$ cat config.mk
export PLATFORM = sky130hd
export DESIGN_NAME = bcp_dispatcher
export DESIGN_NICKNAME = d
export VERILOG_FILES = /design/src/rtl/bcp_pkg.sv /design/src/rtl/bcp_fifo.sv /design/src/rtl/bcp_dispatcher.sv
export SDC_FILE = /design/constraint.sdc
export NUM_CORES = 1
export LEC_CHECK = 0
export BUFFER_PORTS_ARGS = -buffer_cell sky130_fd_sc_hd__clkbuf_2
export CAP_MARGIN = 20
export CORE_MARGIN = 2
export CORE_UTILIZATION = 56
export CTS_BUF_LIST = sky130_fd_sc_hd__clkbuf_4 sky130_fd_sc_hd__clkbuf_8
export DETAILED_ROUTE_END_ITERATION = 12
export PLACE_DENSITY = 0.78
export SETUP_SLACK_MARGIN = 0.4
export SYNTH_ARGS = -nofsm -noshare
export SYNTH_HDL_FRONTEND = slang
export SYNTH_HIERARCHICAL = 1
export SYNTH_SLANG_ARGS = --single-unit
$ cat constraint.sdc
create_clock -name clk -period 3.05 [get_ports clk]
set_input_delay 0.61 -clock clk [delete_from_list [all_inputs] [get_ports clk]]
set_output_delay 0.61 -clock clk [all_outputs]
set_load 0.03 [all_outputs]
$ cat src/rtl/bcp_pkg.sv
// Shared types for the BCP dispatcher: engine command word and FSM state encoding.
package bcp_pkg;
  localparam int CMD_OFF_W  = 2;
  localparam int CMD_DATA_W = 18;

  typedef struct packed {
    logic                  value;
    logic [CMD_OFF_W-1:0]  offset;
    logic [CMD_DATA_W-1:0] data;
  } te_cmd_t;

  typedef enum logic [1:0] {IDLE, ISSUE, WAIT, HALT} disp_state_t;

  function automatic logic [15:0] sat_inc16(input logic [15:0] v);
    return (v == 16'hFFFF) ? v : v + 16'd1;
  endfunction
endpackage

$ cat src/rtl/bcp_fifo.sv
// Synchronous FIFO of engine commands with a flush that empties it in one cycle.
module bcp_fifo
  import bcp_pkg::*;
#(
  parameter int DEPTH = 8
) (
  input  logic    clk,
  input  logic    rst_n,
  input  logic    flush,
  input  logic    push,
  input  logic    pop,
  input  te_cmd_t din,
  output te_cmd_t dout,
  output logic    full,
  output logic    empty
);
  localparam int AW = $clog2(DEPTH);

  te_cmd_t        mem [DEPTH];
  logic [AW-1:0]  wr_ptr, rd_ptr;
  logic [AW:0]    count;
  logic           push_ok, pop_ok;

  // A push is judged against the current fill level only, so a full FIFO
  // refuses it even when the same cycle pops.
  assign push_ok = push && !full;
  assign pop_ok  = pop && !empty;
  assign full    = (count == (AW+1)'(DEPTH));
  assign empty   = (count == '0);
  assign dout    = mem[rd_ptr];

  always_ff @(posedge clk or negedge rst_n) begin
    if (!rst_n) begin
      wr_ptr <= '0;
      rd_ptr <= '0;
      count  <= '0;
    end else if (flush) begin
      wr_ptr <= '0;
      rd_ptr <= '0;
      count  <= '0;
    end else begin
      if (push_ok) wr_ptr <= wr_ptr + 1'b1;
      if (pop_ok)  rd_ptr <= rd_ptr + 1'b1;
      case ({push_ok, pop_ok})
        2'b10:   count <= count + 1'b1;
        2'b01:   count <= count - 1'b1;
        default: count <= count;
      endcase
    end
  end

  always_ff @(posedge clk) begin
    if (push_ok && !flush) mem[wr_ptr] <= din;
  end
endmodule

$ cat src/rtl/bcp_dispatcher.sv
// Queues implied assignments and issues them one at a time to traversal_engine,
// waiting for FINISH/CONFLICT; conflicts and watchdog expiry halt until CLR.
module bcp_dispatcher
  import bcp_pkg::*;
#(
  parameter int DEPTH   = 8,
  parameter int DATA_W  = CMD_DATA_W,
  parameter int OFF_W   = CMD_OFF_W,
  parameter int TIMEOUT = 4096
) (
  input  logic              clk,
  input  logic              rst_n,
  input  logic              push,
  input  logic              push_value,
  input  logic [OFF_W-1:0]  push_offset,
  input  logic [DATA_W-1:0] push_data,
  output logic              full,
  output logic              empty,
  input  logic              clr,
  output logic              te_en,
  output logic              te_value,
  output logic [OFF_W-1:0]  te_offset,
  output logic [DATA_W-1:0] te_data,
  input  logic              te_finish,
  input  logic              te_conflict,
  output logic              busy,
  output logic              conflict,
  output logic              timeout_err,
  output logic [15:0]       issued_cnt
);
  localparam int WD_W = (TIMEOUT > 1) ? $clog2(TIMEOUT) : 1;
  localparam logic [WD_W-1:0] WD_MAX = WD_W'((TIMEOUT == 0) ? 0 : TIMEOUT - 1);

  disp_state_t     state, state_nxt;
  te_cmd_t         head, cmd_q;
  logic [WD_W-1:0] wd;
  logic            pop, do_flush, set_conf, set_to, fifo_push;

  assign fifo_push = push && !clr && !conflict && !timeout_err;

  bcp_fifo #(.DEPTH(DEPTH)) u_fifo (
    .clk   (clk),
    .rst_n (rst_n),
    .flush (do_flush),
    .push  (fifo_push),
    .pop   (pop),
    .din   ('{value: push_value, offset: push_offset, data: push_data}),
    .dout  (head),
    .full  (full),
    .empty (empty)
  );

  always_ff @(posedge clk or negedge rst_n) begin
    if (!rst_n) state <= IDLE;
    else        state <= state_nxt;
  end

  always_comb begin
    state_nxt = state;
    pop       = 1'b0;
    do_flush  = 1'b0;
    set_conf  = 1'b0;
    set_to    = 1'b0;
    case (state)
      IDLE: if (!empty && !conflict && !timeout_err) begin
        pop       = 1'b1;
        state_nxt = ISSUE;
      end
      ISSUE: state_nxt = WAIT;
      WAIT: begin
        if (te_conflict) begin
          set_conf  = 1'b1;
          do_flush  = 1'b1;
          state_nxt = HALT;
        end else if (te_finish) begin
          state_nxt = IDLE;
        end else if (TIMEOUT != 0 && wd == WD_MAX) begin
          set_to    = 1'b1;
          do_flush  = 1'b1;
          state_nxt = HALT;
        end
      end
      default: state_nxt = HALT;
    endcase
    // Clear overrides everything, including a pop decided above.
    if (clr) begin
      state_nxt = IDLE;
      pop       = 1'b0;
      set_conf  = 1'b0;
      set_to    = 1'b0;
      do_flush  = 1'b1;
    end
  end

  always_ff @(posedge clk or negedge rst_n) begin
    if (!rst_n) begin
      te_en       <= 1'b0;
      cmd_q       <= '0;
      wd          <= '0;
      issued_cnt  <= '0;
      conflict    <= 1'b0;
      timeout_err <= 1'b0;
    end else begin
      te_en <= pop;
      if (pop) cmd_q <= head;
      if (clr || state != WAIT) wd <= '0;
      else                      wd <= wd + 1'b1;
      if (clr)                  issued_cnt <= '0;
      else if (state == ISSUE)  issued_cnt <= sat_inc16(issued_cnt);
      if (clr) begin
        conflict    <= 1'b0;
        timeout_err <= 1'b0;
      end else begin
        if (set_conf) conflict    <= 1'b1;
        if (set_to)   timeout_err <= 1'b1;
      end
    end
  end

  assign te_value  = cmd_q.value;
  assign te_offset = cmd_q.offset;
  assign te_data   = cmd_q.data;
  assign busy      = (state != IDLE) || !empty;
endmodule

==> results of run 1 <==
[power breakdown]
part | leakage, µW | total [µW] | internal [µW] | switching, µW
combinational | 0.00139 | 1390 | 596 | 791
sequential | 0.00235 | 3730 | 3590 | 138
clock | 0.000459 | 3010 | 1800 | 1210
[flip-flops by register name (all words and copies together) (netlist names)]
register,cells
te_data,18
te_en,1
u_fifo/mem,168
u_fifo/wr_ptr,3
state,2
timeout_err,1
u_fifo/rd_ptr,3
te_offset,2
issued_cnt,16
te_value,1
conflict,1
u_fifo/count,4
wd,12
[cells by family after synthesis]
kind of cell             after synthesis  synth area share
AO/OA/AOI/OAI                         49            0.0325
XOR/XNOR                              16            0.0147
adder cells (fa/ha/maj)                7           0.00996
buffers and inverters                 32            0.0190
flip-flops                           232             0.696
multiplexers                          88             0.160
AND/OR/NAND/NOR                      120            0.0676
[layout by cell type (no fill, tap or decap), types with 13 or more instances in the layout]
cell | netlist | layout
mux4_2 | 42 | 42
clkbuf_2 | 0 | 67
nor2_1 | 32 | 26
dfrtp_1 | 64 | 58
edfxtp_1 | 168 | 168
clkbuf_8 | 0 | 42
mux2_2 | 23 | 23
nand3_1 | 14 | 13
nand2_1 | 16 | 15
buf_4 | 0 | 27
clkbuf_4 | 0 | 14
a21oi_1 | 21 | 20
o21ai_0 | 13 | 13
mux2_4 | 19 | 19
[per-stage QoR]
step	TNS [ns]	setup WS (ns)	power [µW]	instances
after floorplan	-0.0539	-0.0539	4740	544
after global placement	0	0.111	5090	834
after detailed placement	-0.0233	-0.0233	5130	834
after CTS	0	0.209	8190	910
after global routing	0	0.152	8450	912
final	0	0.249	8130	912
[critical path: stages, from the launching register on]
cell	delay, ns
dfrtp_2	0.40
or4_4	0.54
or3_4	0.38
inv_8	0.07
o41ai_4	0.08
a21oi_4	0.20
ha_4	0.25
a21oi_4	0.13
nand2_2	0.07
or4b_4	0.49
o311ai_2	0.08
[repair_timing]
| item | 4_1_cts | 5_1_grt |
|---|---|---|
| buffers inserted | 6 | 2 |
| gates resized for setup | 6 | 6 |
| pin swaps | 5 | 6 |
| hold endpoints to repair | 0 | 0 |
| setup endpoints to repair | 45 | 169 |
| cloned | 0 | 0 |
[worst min path at each step]
| stage | from | end | cells past startpoint |
|---|---|---|---|
| 2_1_floorplan | rst_n | conflict$_DFFE_PN0P_ | 0 |
| 3_3_place_gp | wd[0]$_DFF_PN0_ | wd[0]$_DFF_PN0_ | 1 |
| 3_5_place_dp | wd[0]$_DFF_PN0_ | wd[0]$_DFF_PN0_ | 1 |
| 4_1_cts | rst_n | issued_cnt[12]$_DFFE_PN0P_ | 2 |
| 5_1_grt | rst_n | te_data[14]$_DFFE_PN0P_ | 2 |
| 6_report | rst_n | issued_cnt[13]$_DFFE_PN0P_ | 2 |
[metal layers]
metal,vias to the layer above,track usage
met1,2708,0.274
met2,156,0.366
li1,2382,-
met5,-,0
met3,39,0.0480
met4,0,0.0778
[layout make-up]
cell class,instances,area [µm²]
clock buffer,56,683
clock inverter,14,191
fill,1081,5240
inverter,7,33.8
multi-input combinational,280,2860
sequential,232,6650
tap,220,275
timing repair buffer,103,703
==> results.rst, run 1 <==
.. list-table::
   :header-rows: 1

   * - Metric
     - Value
   * - Endpoint of the most critical setup path
     - u_fifo/count[3]$_DFFE_PN0P_
   * - Synth Cell Area
     - approximately 9500 µm²
   * - Final core occ
     - 0.685
   * - Final Hold Viols
     - 0
   * - Die width
     - around 130 µm
   * - Initial antenna violation count
     - 0
   * - Detailed router's first-iteration violation count
     - 282
   * - Clock latency on the worst-skew pair
     - about 0.54 ns
   * - Clock Sink Count
     - around 230
   * - Mapped Avg Cell Area
     - between 15 and 20 µm²
   * - Max FO, Critical Path
     - 4
   * - Number of iterations in the first detailed-routing pass
     - 4
   * - Htree depth
     - 2
   * - Area growth syn-to-layout
     - 19.4%
   * - Detail Route met3 WL
     - approximately 980 µm
   * - Uppermost signal routing layer after detailed routing
     - met4
   * - Run status
     - complete, no violations
   * - Final worst clock skew
     - 0.0138 ns
   * - Length of routed wiring on met1
     - 7630 µm
   * - F_max
     - around 360 MHz
   * - Number of buffers inserted for hold repair after clock tree synthesis
     - 0
   * - Last weighted congestion value of the routability-driven placer
     - between 0.8 and 0.9
   * - Primary FF master, synth
     - edfxtp_1
   * - Worst slew margin relative to its limit
     - 0.667
   * - Met2 layer wire length in the routed design
     - 9280 µm
   * - Starting Density
     - 0.574
   * - Number of core rows
     - 47
   * - Tightest Hold Check Type
     - input pin to async pin
   * - NumNets Final
     - about 700
   * - Fraction of synthesized cell area taken by the top area cell type
     - 0.528
   * - Clock Pin Slew Worst Setup and Hold Paths
     - around 0.060 ns
   * - Type of the worst setup path
     - register to register
   * - Global-route wire length before repair
     - between 20000 and 30000 µm
   * - Clock tree from TritonCTS
     - done
   * - Synthesized netlist net count
     - approximately 580
   * - PD cells
     - approximately 700 nW/µm²
   * - Crit end category
     - register
   * - Worst slack on hold paths
     - a little over 0.08 ns
   * - Ant. Diodes
     - 0
   * - Number of remaining DRC errors
     - 0
   * - Number of setup violations in the final report
     - 0
   * - Area after DPL
     - 10400 µm²
   * - Cell variety after synth
     - 50
   * - Worst setup path startpoint
     - conflict$_DFFE_PN0P_
   * - Sequential area share after synthesis
     - 0.696
   * - Share of post-route cells with drive strength above 1
     - 0.416
   * - Routed length per placed instance
     - between 20 and 25 µm
   * - Static power due to leakage
     - about 0.0042 µW
   * - Clk Tree Root Cell
     - clkbuf_8
   * - Max-capacitance violation count
     - 0
   * - Placed wire-length estimate after detailed placement
     - 10600 µm
   * - Gate Count Post-Synth
     - 544
   * - Die area
     - 18100 µm²
   * - Biggest area consumer among synthesized cells
     - edfxtp_1
   * - Clock Path Buffers
     - 3
   * - Peak supply drop
     - 0.675 mV
   * - Final Max Slew Viols
     - 0
   * - Flop2flop setup slack
     - ~0.25 ns
   * - Core Footprint
     - between 15000 and 20000 µm²
   * - Slew at the pin with the worst max-slew slack
     - about 0.50 ns
   * - Synth top cells by count
     - 168 x edfxtp_1, 64 x dfrtp_1, 42 x mux4_2, 32 x nor2_1, 23 x mux2_2
   * - Post-route clock period utilization
     - 0.918
   * - Total clock buffers created by CTS
     - 38
   * - Setup repair after global routing missed its margin
     - true
   * - Cells on worst reg2reg path
     - 10
   * - Endpoint required time on the critical path
     - 3.49 ns
   * - Top cells by area, synth
     - edfxtp_1 53%, dfrtp_1 17%, mux4_2 9.9%
   * - Flop and latch count out of synthesis
     - between 200 and 250
   * - Cell area after layout
     - between 10000 and 15000 µm²
   * - Launching point of the worst reg2reg path
     - conflict$_DFFE_PN0P_
   * - Antenna Violating Nets Remaining
     - 0
   * - Detailed Route WL
     - between 15000 and 20000 µm
   * - Num ports
     - 70
   * - Via-per-instance ratio
     - slightly below 6
   * - Leftover overflow at the end of global routing
     - 0
   * - Vias after detailed routing
     - approximately 5300
   * - Overall die height
     - 135 µm
   * - Critical path startpoint category
     - register
   * - Via count of the first global-routing pass
     - about 5500
   * - Async S/R FF share, synth
     - 0.276
   * - Endpoint of the lowest-slack register-to-register path
     - u_fifo/count[3]$_DFFE_PN0P_
   * - Ys Warns
     - 6
   * - Aggregate global-route resource usage
     - 0.215
   * - Post-layout minimum cycle time
     - between 2 and 3 ns
   * - Number of buffers added on ports
     - slightly below 70
   * - Crit path DAT
     - 3.24 ns
   * - Library cell with the highest instance count after synthesis
     - edfxtp_1
   * - Largest net degree at the start of global routing
     - 65
   * - Number of enable flip-flop cells after synthesis
     - 168
(Power assumes the default switching activity.)
==> run 2, diff against run 1 <==
ABC_AREA = 1   (was not set)
==> run 2 against run 1 <==
Synthesized cell count increased by 69%. Power down 12%. Via count grew 29%. Cell area shrank 1.2%. Combinational power is 35% lower. Largest cell class unchanged.
==> results.rst, run 2 <==
.. list-table::
   :header-rows: 1

   * - Metric
     - Value
   * - Run status
     - complete, no violations
   * - Synth Cell Area
     - 9860 µm² (+3.3%)
   * - Crit path DAT
     - 2.65 ns (-0.59 ns)
   * - Clk Tree Root Cell
     - clkbuf_8
   * - Final Hold Viols
     - 0 (unchanged)
   * - Gate Count Post-Synth
     - 917 (+69%)
   * - Antenna Violating Nets Remaining
     - 0 (unchanged)
   * - Largest net degree at the start of global routing
     - 86 (+32%)
   * - Flip-flop count of the largest register, all copies and words added
     - 168 (unchanged)
   * - Number of setup violations in the final report
     - 0 (unchanged)
   * - Clock latency on the worst-skew pair
     - 0.54 ns (about the same)
   * - Synth top cells by count
     - 195 x nor2_1, 168 x edfxtp_1, 155 x nand2_1, 96 x o21ai_0, 64 x dfrtp_1
   * - Sequential group share of total power
     - 0.512 (+0.053)
   * - Global-route wire length before repair
     - 32200 µm (+8.9%)
   * - Slew at the pin with the worst max-slew slack
     - 0.804 ns (+0.305 ns)
   * - Endpoint required time on the critical path
     - 3.24 ns (-0.25 ns)
   * - Aggregate global-route resource usage
     - 0.224 (+0.00957)
   * - Part of the total power dissipated in the clock network
     - 0.362 (-0.008)
   * - Number of iterations in the first detailed-routing pass
     - 5 (+1)
   * - Via count of the first global-routing pass
     - 6465 (+17%)
   * - Peak supply drop
     - 0.479 mV (-29%)
   * - Detailed router's first-iteration violation count
     - 457 (+62%)
   * - Synthesized netlist net count
     - 951 (+65%)
   * - Leftover overflow at the end of global routing
     - 0 (unchanged)
   * - Final Max Slew Viols
     - 0 (unchanged)
   * - Fraction of synthesized cell area taken by the top area cell type
     - 0.511 (-0.0169)
   * - Area after DPL
     - 10500 µm² (+0.94%)
   * - Flop2flop setup slack
     - 0.60 ns (+0.35 ns)
   * - Fill cell count
     - 1336 (+24%)
   * - Clock Pin Slew Worst Setup and Hold Paths
     - 0.06 ns (about the same)
   * - Primary FF master, synth
     - edfxtp_1
   * - Routed length per placed instance
     - 16.0 µm (-21%)
   * - Via-per-instance ratio
     - 5.39 (-7.0%)
   * - Async S/R FF share, synth
     - 0.276 (unchanged)
   * - Number of enable flip-flop cells after synthesis
     - 168 (unchanged)
   * - Number of remaining DRC errors
     - 0 (unchanged)
   * - Vias after detailed routing
     - 6822 (+29%)
   * - Mapped Avg Cell Area
     - 10.8 µm² (-39%)
   * - Critical path startpoint category
     - register
   * - Crit end category
     - register
   * - Starting Density
     - 0.572 (-0.00149)
   * - Initial antenna violation count
     - 0 (unchanged)
   * - Clock tree from TritonCTS
     - done
   * - Total clock buffers created by CTS
     - 39 (+2.6%)
   * - Share of total power in combinational logic
     - 0.126 (-0.045)
   * - Share of post-route cells with drive strength above 1
     - 0.189 (-0.227)
   * - Setup repair after global routing missed its margin
     - false
   * - Sequential area share after synthesis
     - 0.674 (-0.0222)
   * - Worst slew margin relative to its limit
     - 0.461 (-0.206)
   * - Final sum of negative setup slack
     - 0 ns (unchanged)
   * - Static power due to leakage
     - 0.00449 µW (+6.8%)
   * - Tightest Hold Check Type
     - input pin to async pin
   * - Switching power total
     - 1970 µW (-7.9%)
   * - PD cells
     - 636 nW/µm² (-11%)
   * - Flop and latch count out of synthesis
     - 232 (unchanged)
   * - Area growth syn-to-layout
     - 14.2%
   * - Number of buffers inserted for hold repair after clock tree synthesis
     - 0 (unchanged)
   * - Post-layout minimum cycle time
     - 2.45 ns (-0.348 ns)
   * - Commonest cells after routing, fill and taps aside
     - 186 x nor2_1, 168 x edfxtp_1, 155 x nand2_1, 96 x o21ai_0, 68 x clkbuf_2
   * - Commonest non-fill, non-tap cell in the layout
     - nor2_1
   * - Die width
     - 137 µm (+1.6%)
   * - Ant. Diodes
     - 0 (unchanged)
   * - Cell area after layout
     - 11300 µm² (-1.2%)
   * - Int Pwr
     - 5200 µW (-13%)
   * - Net switching fraction of the power
     - 0.275 (+0.0115)
   * - Num ports
     - 70 (unchanged)
   * - Overall die height
     - 137 µm (+1.6%)
   * - Non-filler instance count after layout
     - 1266 (+39%)
   * - Biggest area consumer among synthesized cells
     - edfxtp_1
   * - Cells on worst reg2reg path
     - 11 (+1)
   * - Max-capacitance violation count
     - 0 (unchanged)
   * - Total power of the final layout
     - 7170 µW (-12%)
   * - Detailed Route WL
     - 20300 µm (+10%)
   * - Ys Warns
     - 6 (unchanged)
   * - Final worst clock skew
     - 0.0294 ns (+0.0155 ns)
   * - Number of core rows
     - 48 (+2.1%)
   * - NumNets Final
     - 1045 (+50%)
   * - Number of buffers added on ports
     - 69 (unchanged)
   * - Top cells by area, synth
     - edfxtp_1 51%, dfrtp_1 16%, nor2_1 7.4%
   * - Library cell with the highest instance count after synthesis
     - nor2_1
   * - Last weighted congestion value of the routability-driven placer
     - 0.832 (+1.3%)
   * - Core Footprint
     - 17200 µm² (+3.6%)
   * - Clock Path Buffers
     - 3 (unchanged)
   * - Placed cells
     - 1193 (+43%)
   * - Clock Sink Count
     - 232 (unchanged)
   * - Htree depth
     - 2 (unchanged)
   * - Type of the worst setup path
     - register to register
   * - Max FO, Critical Path
     - 21 (+17)
   * - Post-route clock period utilization
     - 0.804 (-0.114)
   * - Placed wire-length estimate after detailed placement
     - 12900 µm (+21%)
   * - Cell variety after synth
     - 40 (-20%)
   * - F_max
     - 408 MHz (+14%)
   * - Die area
     - 18700 µm² (+3.2%)
   * - Register with the most flip-flops
     - u_fifo/mem
-- run 2: power by group through the flow --
stage | clock network (µW) | logic (µW) | registers [µW]
final | 2590 | 904 | 3670
after global routing | 2810 | 993 | 3690
after CTS | 2660 | 910 | 3670
after detailed placement | 0 | 908 | 3730
after global placement | 0 | 891 | 3730
after floorplan | 0 | 293 | 4030
-- run 2: final cells by class --
cell class	count	area, µm²	area share
sequential	232	6650	0.590
tap	225	282	0.0250
clock buffer	47	603	0.0535
timing repair buffer	93	588	0.0522
inverter	50	189	0.0168
multi-input combinational	595	2820	0.250
clock inverter	24	135	0.0120
-- run 2: metrics by stage --
stage           util  hold WS, ns  setup WS, ns
6_report       0.654        0.111         0.597
5_1_grt        0.654        0.158         0.451
4_1_cts        0.653        0.108         0.507
3_5_place_dp   0.610        0.461         0.506
3_3_place_gp   0.610        0.443         0.578
2_1_floorplan      -        0.314         0.212
-- run 2: critical path, stage by stage (launching register included) --
cell and delay (ns):
dfrtp_1 0.39, ha_1 0.23, nand2_1 0.08, nor2_1 0.05, buf_4 0.15, nand4_1 0.12, o211ai_1 0.11, buf_4 0.16
nor2_2 0.20, nand2_1 0.21, nor2_2 0.12, buf_4 0.31
-- run 2: timing repair --
item                                    in CTS  in global routing
endpoints found under the setup margin       0                130
gates resized for setup                      0                  1
endpoints found under the hold margin        0                  0
setup buffers                                0                  2
-- run 2: cell families (layout without fill, tap and decap cells) --
kind of cell               count (synthesis)  after routing  share of synthesized area
buffers and inverters                     90            214                     0.0425
AOI/OAI and AO/OA                        170            170                     0.0977
xor gates and xnor gates                   6              6                    0.00533
and+or+nand+nor                          412            412                      0.171
DFF                                      232            232                      0.674
adders and majority gates                  7              7                    0.00964
-- run 2: worst paths after layout --
path / to / from
worst max-delay path: u_fifo/mem[2][15]$_DFFE_PP_ / wd[0]$_DFF_PN0_
worst min-delay path: issued_cnt[9]$_DFFE_PN0P_ / rst_n
worst max register to register: u_fifo/mem[2][15]$_DFFE_PP_ / wd[0]$_DFF_PN0_
worst min register to register: wd[0]$_DFF_PN0_ / wd[0]$_DFF_PN0_
max in group asynchronous: wd[0]$_DFF_PN0_ / rst_n
min in group clk: state[1]$_DFFE_PN0P_ / clr
-- run 2: routing by layer --
metal / global-route usage / share of wire / vias to the layer above
li1: - / - / 3350
met1: 0.306 / 0.43 / 3210
met2: 0.358 / 0.47 / 225
met3: 0.0485 / 0.079 / 37
met4: 0.0816 / 0.020 / 0
met5: 0 / 0 / -
